`src/rtl/data_mem_responder.sv`:
```
// Word-addressed data memory responder with WAIT_CYCLES wait states and a one-cycle ready pulse.
// Optional misaligned-access checking is enabled by defining ALIGN_CHECK_EN.
module data_mem_responder #(
   parameter int DEPTH_LOG2  = 6,
   parameter int WAIT_CYCLES = 2
) (
   input  logic        Clock,
   input  logic        Reset,
   input  logic        read,
   input  logic        write,
   input  logic [31:0] addr,
   input  logic [31:0] datain,
   output logic [31:0] dataout,
   output logic        ready,
   output logic        busy,
   output logic        err
);
   typedef enum logic [1:0] {IDLE, WAIT, RESP} state_t;

   state_t                state_q;
   logic [3:0]            cnt_q;
   logic                  wr_q;
   logic                  mis_q;
   logic                  err_q;
   logic [DEPTH_LOG2-1:0] idx_q;
   logic [31:0]           wdata_q;
   logic [31:0]           dout_q;
   logic                  ready_q;
   logic [31:0]           mem_q [0:(1<<DEPTH_LOG2)-1];

   logic                  mis_d;
   logic                  op_now;
   logic                  mem_we;

`ifdef ALIGN_CHECK_EN
   assign mis_d = (addr[1:0] != 2'b00);
`else
   assign mis_d = 1'b0;
`endif

   // Upper address bits wrap; the low byte-lane bits only matter with alignment checking.
   logic unused_addr;
   assign unused_addr = ^{addr[31:DEPTH_LOG2+2], addr[1:0]};

   assign op_now = (state_q == WAIT) && (cnt_q == 4'd0);
   assign mem_we = Reset && op_now && wr_q && !mis_q;

   always_ff @(posedge Clock) begin
      if (mem_we) mem_q[idx_q] <= wdata_q;
   end

   always_ff @(posedge Clock) begin
      if (!Reset) begin
         state_q <= IDLE;
         cnt_q   <= 4'd0;
         dout_q  <= 32'd0;
         ready_q <= 1'b0;
         err_q   <= 1'b0;
         wr_q    <= 1'b0;
         mis_q   <= 1'b0;
         idx_q   <= '0;
         wdata_q <= 32'd0;
      end else begin
         case (state_q)
            IDLE: begin
               ready_q <= 1'b0;
               err_q   <= 1'b0;
               if (read || write) begin
                  wr_q    <= write;
                  mis_q   <= mis_d;
                  idx_q   <= addr[DEPTH_LOG2+1:2];
                  wdata_q <= datain;
                  cnt_q   <= WAIT_CYCLES[3:0];
                  state_q <= WAIT;
               end
            end
            WAIT: begin
               if (cnt_q != 4'd0) begin
                  cnt_q <= cnt_q - 4'd1;
               end else begin
                  ready_q <= 1'b1;
                  err_q   <= mis_q;
                  if (!wr_q) dout_q <= mis_q ? 32'd0 : mem_q[idx_q];
                  state_q <= RESP;
               end
            end
            RESP: begin
               ready_q <= 1'b0;
               err_q   <= 1'b0;
               state_q <= IDLE;
            end
            default: state_q <= IDLE;
         endcase
      end
   end

   assign dataout = dout_q;
   assign ready   = ready_q;
   assign err     = err_q;
   assign busy    = (state_q != IDLE);
endmodule

```
`config.mk`:
```
export PLATFORM = sky130hd
export DESIGN_NAME = data_mem_responder
export DESIGN_NICKNAME = d
export VERILOG_FILES = /design/src/rtl/data_mem_responder.sv
export SDC_FILE = /design/constraint.sdc
export NUM_CORES = 2
export LEC_CHECK = 0
export CORE_AREA = 5 5 459 461
export DETAILED_ROUTE_END_ITERATION = 8
export DIE_AREA = 0 0 464 466
export SLEW_MARGIN = 20
export SYNTH_ARGS = -nofsm -noshare
export SYNTH_HDL_FRONTEND = slang
export SYNTH_SLANG_ARGS = --single-unit
```
`constraint.sdc`:
```
create_clock -name Clock -period 3.44 [get_ports Clock]
set_input_delay 0.688 -clock Clock [delete_from_list [all_inputs] [get_ports Clock]]
set_output_delay 0.688 -clock Clock [all_outputs]
set_load 0.02 [all_outputs]
```
== Word level (Yosys, flattened, before mapping) ==
Memories as Yosys holds them, arrays and structs flattened. A register that Yosys moved wholly into a read port is not among the register bits.
Index checks and enable logic that the tools add are counted.

* Register bits after elaboration: 47
* Memory bits (writable): 2048
* Input bits: 68
* Output and inout port bits: 35
* Logic and storage cells: 45
* Memories kept: 1

* Add/subtract/negate cells: 1
* Equality and inequality tests: 5
* Muxes and demuxes: 12
* Bitwise gates (word level): 2
* Reductions and logical operators: 17

{| class="wikitable"
|+ Memories
! memory !! words !! width !! rd ports !! clocked after Yosys merged registers in !! write ports !! RTL line !! RTL
|-
| mem_q || 64 || 32 || 1 || 1 || 1 || 29 || <nowiki>logic [31:0] mem_q [0:(1<<DEPTH_LOG2)-1];</nowiki>
|}

{| class="wikitable"
|+ Operators by type and width
! cell !! count
|-
| 4-bit 2-to-1 mux || 2
|-
| 4-bit case mux with 2 select lines || 1
|-
| 2-bit AND reduction || 3
|-
| 3-bit AND reduction || 2
|-
| 2-bit nonzero test || 3
|-
| 4-bit zero test || 1
|-
| 1-bit 2-to-1 mux || 4
|-
| 2-bit 2-to-1 mux || 2
|-
| 2-bit inequality test (second input constant) || 2
|-
| 1-bit case mux with 2 select lines || 2
|-
| 2-bit case mux with 2 select lines || 1
|-
| 4-bit nonzero test || 1
|-
| 4-bit by 1-bit subtractor with 4-bit output (second input constant) || 1
|-
| 1-bit logical AND || 3
|-
| 2-bit by 1-bit equality test with 1-bit output (second input constant) || 1
|-
| 2-bit equality test (second input constant) || 1
|-
| 2-bit zero test || 1
|-
| 2-bit by 1-bit inequality test with 1-bit output (second input constant) || 1
|-
| 1-bit NOT || 2
|-
| 2-bit OR reduction || 1
|-
| 1-bit zero test || 1
|-
| 1-bit logical OR || 1
|}

== Longest topological paths before layout ==
* Depth in word-level cells: 6
* Mapped depth: 10
* Mapped depth without buffers: 7

== Worst setup path before layout ==
No wires, ideal clock.

* Path kind: flip-flop to flip-flop
* From: register idx_q[0]
* To: memory mem_q[3][0], enable pin
* Library setup time: 0.421 ns
* Arrival: 2.866 ns
* Required time: 3.019 ns
* Setup slack: 0.153 ns
* Cell stages (with the launch flop): 9
* Path buffers: 5
* Clock period less this slack: 3.287 ns
* Cells stage by stage: dfxtp_1 > buf_6 > buf_6 > buf_8 > buf_4 > buf_6 > and3_1 > nand2_1 > nor2_1

{| class="wikitable"
|+ RTL lines
! what !! RTL line !! RTL
|-
| start, declared || 25 || <nowiki>logic [DEPTH_LOG2-1:0] idx_q;</nowiki>
|-
| start signal, assigned || 71 || <nowiki>idx_q <= addr[DEPTH_LOG2+1:2];</nowiki>
|-
| end, declared || 29 ||
|}

No word-level cell before the write port.

== Final worst setup path ==
* From: register cnt_q[0]
* To: memory mem_q[53][8], enable pin

* Word-level cells in the longest chain between the ends: 6

{| class="wikitable"
|+ Ends and longest elaborated chain
! what !! RTL line !! RTL
|-
| start, declared || 21 || <nowiki>logic [3:0] cnt_q;</nowiki>
|-
| start signal, assigned || 73 || <nowiki>cnt_q <= WAIT_CYCLES[3:0];</nowiki>
|-
| start signal, assigned || 79 || <nowiki>cnt_q <= cnt_q - 4'd1;</nowiki>
|-
| 4-bit zero test || 45 || <nowiki>assign op_now = (state_q == WAIT) && (cnt_q == 4'd0);</nowiki>
|-
| 1-bit logical AND || 45 ||
|-
| 1-bit logical AND (2 in a row) || 46 || <nowiki>assign mem_we = Reset && op_now && wr_q && !mis_q;</nowiki>
|-
| 1-bit 2-to-1 mux || 49 || <nowiki>if (mem_we) mem_q[idx_q] <= wdata_q;</nowiki>
|-
| 1-bit 2-to-1 mux (implied by the code) || 49 ||
|}

No other way between the ends.

==> impl_metrics.yaml <==
status:
  status: "finished, final reports clean"
detailed_routing:
  drc: 0
  drt_first_pass_iters: 5
  vias: 42000
  ant_nets: 0
  via_per_inst: 5.61
  drt-total-wl_mm: 217
  initialDrtViolationCount: 4543
  wl_per_cell_um: 29.0
pwr:
  pwr-share-clk: 0.397
  peakVddDrop_mv: 0.503
  finalPower_uw: 56200
  p_sw_uw: 13000
  p_seq_frac: 0.523
  power_density_nw_per_um2: 590
  p_comb_frac: 0.080
  leakage_uw: 0.0293
  internal_power_uw: 43300
  netSwitchingFraction: 0.230
timing:
  skew_ns: 0.0319
  fin_ws_ns: 0.192
  timing.final.crit_share: 0.944
  rsz0062_at_grt: "false"
  slew_violations: 0
  final_hold_viol_count: 0
  min_period_ns: 3.25
  final.setup.tns_ns: 0
  tightest_slew_ns: 1.13
  fmax_mhz: 308
  slew_headroom: 0.250
  setup_violations: 0
setup_path:
  worstPathArrival_ns: 3.75
  worst_ep_required_time_ns: 3.94
  slowest_stage: "nor2_4"
  critPathMaxFanout: 20
  end_kind: "flop"
  cp_slowest_stage_delay_ns: 0.66
  crit_path_start_kind: "flop"
  r2r_cells: 9
  crit-reg2reg-launch: "cnt_q[0]$_SDFFE_PN0P_"
  path_buf_inv: 3
  cp_common_cell: "and3_1"
  path_class: "flop to flop"
  cp_top_family: "simple AND/OR/NAND/NOR gates"
  ff2ff_setup_slack_ns: 0.19
  regToRegEndpoint: "mem_q[53][8]$_DFFE_PP_"
  crit_chain: "inv_1 -> ha_1 -> nor3b_1 -> and3_1 -> and3_1 -> nand2_1 -> buf_12 -> nor2_4 -> buf_4"
global_routing:
  grt.total_usage: 0.197
  use_met1: 0.274
  overflow: 0
  use_met3: 0.0459
  grt_pass1_vias: 41400
  use_met2: 0.298
  grt_pass1_wl_mm: 307
  antenna_found_initial: 11
  grt.busiest_layer: "met2"
  grt_max_degree: 77
cts:
  cts_tree: "built"
  clk_path_buf_depth: 3
  clk_pin_slew_worst_paths_ns: 0.06
  postCtsSetupRepairBufs: 0
  cts_max_level: 4
  cts_root_buffer: "clkbuf_16"
  cts_buffers: 208
  cts_sinks: 2126
  ctsHoldBuffers: 0
  insertion_delay_ns: 0.83
  cts-resized-gates: 0
yosys:
  syn-instance-count: 4283
  postSynth.asyncResetShare: 0
  synth.distinct_cells: 51
  synth_area_um2: 81900
  synth_flop_cell: "edfxtp_1"
  synth_edf_count: 2048
  syn_area_per_cell_um2: 19.1
  netlist.area_leader.share: 0.751
  yosysWarnings: 0
  ys_seq_area_frac: 0.770
  synth.area.top_cells: "edfxtp_1, mux2i_1, mux4_2, a22oi_1, dfxtp_1"
  synth_top_area_cell: "edfxtp_1"
  syn_nets: 4352
  synth-seq-cells: 2126
die:
  initial_core_util: 0.398
  die_x_um: 464
  fp.dieH_um: 466
  dieArea_um2: 216000
  core_area_um2: 206000
  ios: 103
  fp-row-count: 167
layout:
  final_common_cell: "edfxtp_1"
  final_cell_mix: "edfxtp_1, mux2i_1, nand2_1"
  syn2layout_area_growth_pct: 16.4
  drive_gt1_frac: 0.195
  multiInputGateArea_um2: 18000
  final_nets: 4660
  regArea_um2: 63100
  fillCellCount: 17200
worst_hold_path:
  hp-class: "input pin to flop"
  whs_endpoint: "state_q[1]$_SDFFE_PN0P_"
  holdPathStages: 2
  holdCritStartpoint: "Reset"
run:
  maxCapViolations: 0
placed_design:
  globalplace.congestion: 0.804
  io_buffers: 75
  dpl_worst_slack_ns: 0.226
  dpl.hpwl_mm: 125
==> state kept, by name, indices dropped and copies added (netlist names) <==
| name | count |
|---|---|
| mem_q | 2048 |
| dataout | 32 |
| wdata_q | 32 |
| idx_q | 6 |
| cnt_q | 4 |
| state_q | 2 |
| ready | 1 |
| wr_q | 1 |
==> synthesized netlist by cell type, types with 62 or more instances <==
library cell and n:
mux4_2 198, buf_2 84, a22oi_1 214, nand3_1 88
a31oi_1 64, nand2_1 241, clkbuf_1 85, a21oi_1 62
dfxtp_1 78, nor2_1 81, mux2i_1 686, edfxtp_1 2048
==> layout make-up <==
cell class | count | area share
flip-flops and latches | 2126 | 0.662
repair buffers | 353 | 0.0430
well taps | 2704 | 0.0355
inverters | 4 | 0.000157
multi-input cells | 1898 | 0.189
diodes | 6 | 0.000157
clock buffers | 274 | 0.0597
clock inverters | 112 | 0.0104
==> power groups by stage <==
stage	logic (uW)	registers, uW	clock network [uW]
2_1_floorplan	2440	29800	0
3_3_place_gp	4430	29900	0
3_5_place_dp	4480	29900	0
4_1_cts	4490	29400	22700
5_1_grt	4730	29400	23800
6_report	4490	29400	22300
==> metrics by stage <==
stage                     area, um2  utilization  std cells  hold WS (ns)
after global placement        88600        0.430       7085         0.450
after floorplan               81900            -       4283         0.482
final                         95300        0.463       7477         0.338
after detailed placement      88600        0.430       7085         0.458
after CTS                     95300        0.463       7471         0.256
after global routing          95300        0.463       7472         0.323
==> routing by layer <==
layer  up-vias  part of all wire
met5         -           0.00029
li1      18000                 -
met2      1547              0.45
met1     22100              0.42
met4         4             0.048
met3       320             0.082
==> worst reg2reg max path: stages (launching register included) <==
cell	delay, ns
dfxtp_1	0.33
inv_1	0.07
ha_1	0.16
nor3b_1	0.30
and3_1	0.42
and3_1	0.27
nand2_1	0.12
buf_12	0.18
nor2_4	0.67
buf_4	0.41
==> cell families after synthesis <==
kind of cell    share of synthesized area
mux                                 0.144
compound gates                     0.0415
buf+inv                            0.0175
fa+ha+maj                        0.000153
other cells                     0.0000458
simple gates                       0.0272
flops                               0.770
xor+xnor                         0.000214
==> worst max path at each step <==
stage / from / to / slack [ns] / cells past startpoint
final: cnt_q[0]$_SDFFE_PN0P_ / mem_q[53][8]$_DFFE_PP_ / 0.19 / 9
after global routing: cnt_q[0]$_SDFFE_PN0P_ / mem_q[53][6]$_DFFE_PP_ / 0.01 / 9
after detailed placement: cnt_q[0]$_SDFFE_PN0P_ / mem_q[53][14]$_DFFE_PP_ / 0.23 / 9
after CTS: cnt_q[0]$_SDFFE_PN0P_ / mem_q[53][6]$_DFFE_PP_ / 0.20 / 9
after floorplan: idx_q[0]$_SDFFE_PN0P_ / mem_q[3][0]$_DFFE_PP_ / 0.15 / 8
after global placement: cnt_q[0]$_SDFFE_PN0P_ / mem_q[53][5]$_DFFE_PP_ / 0.23 / 9
Note: power is estimated with default switching activity, not from simulation.
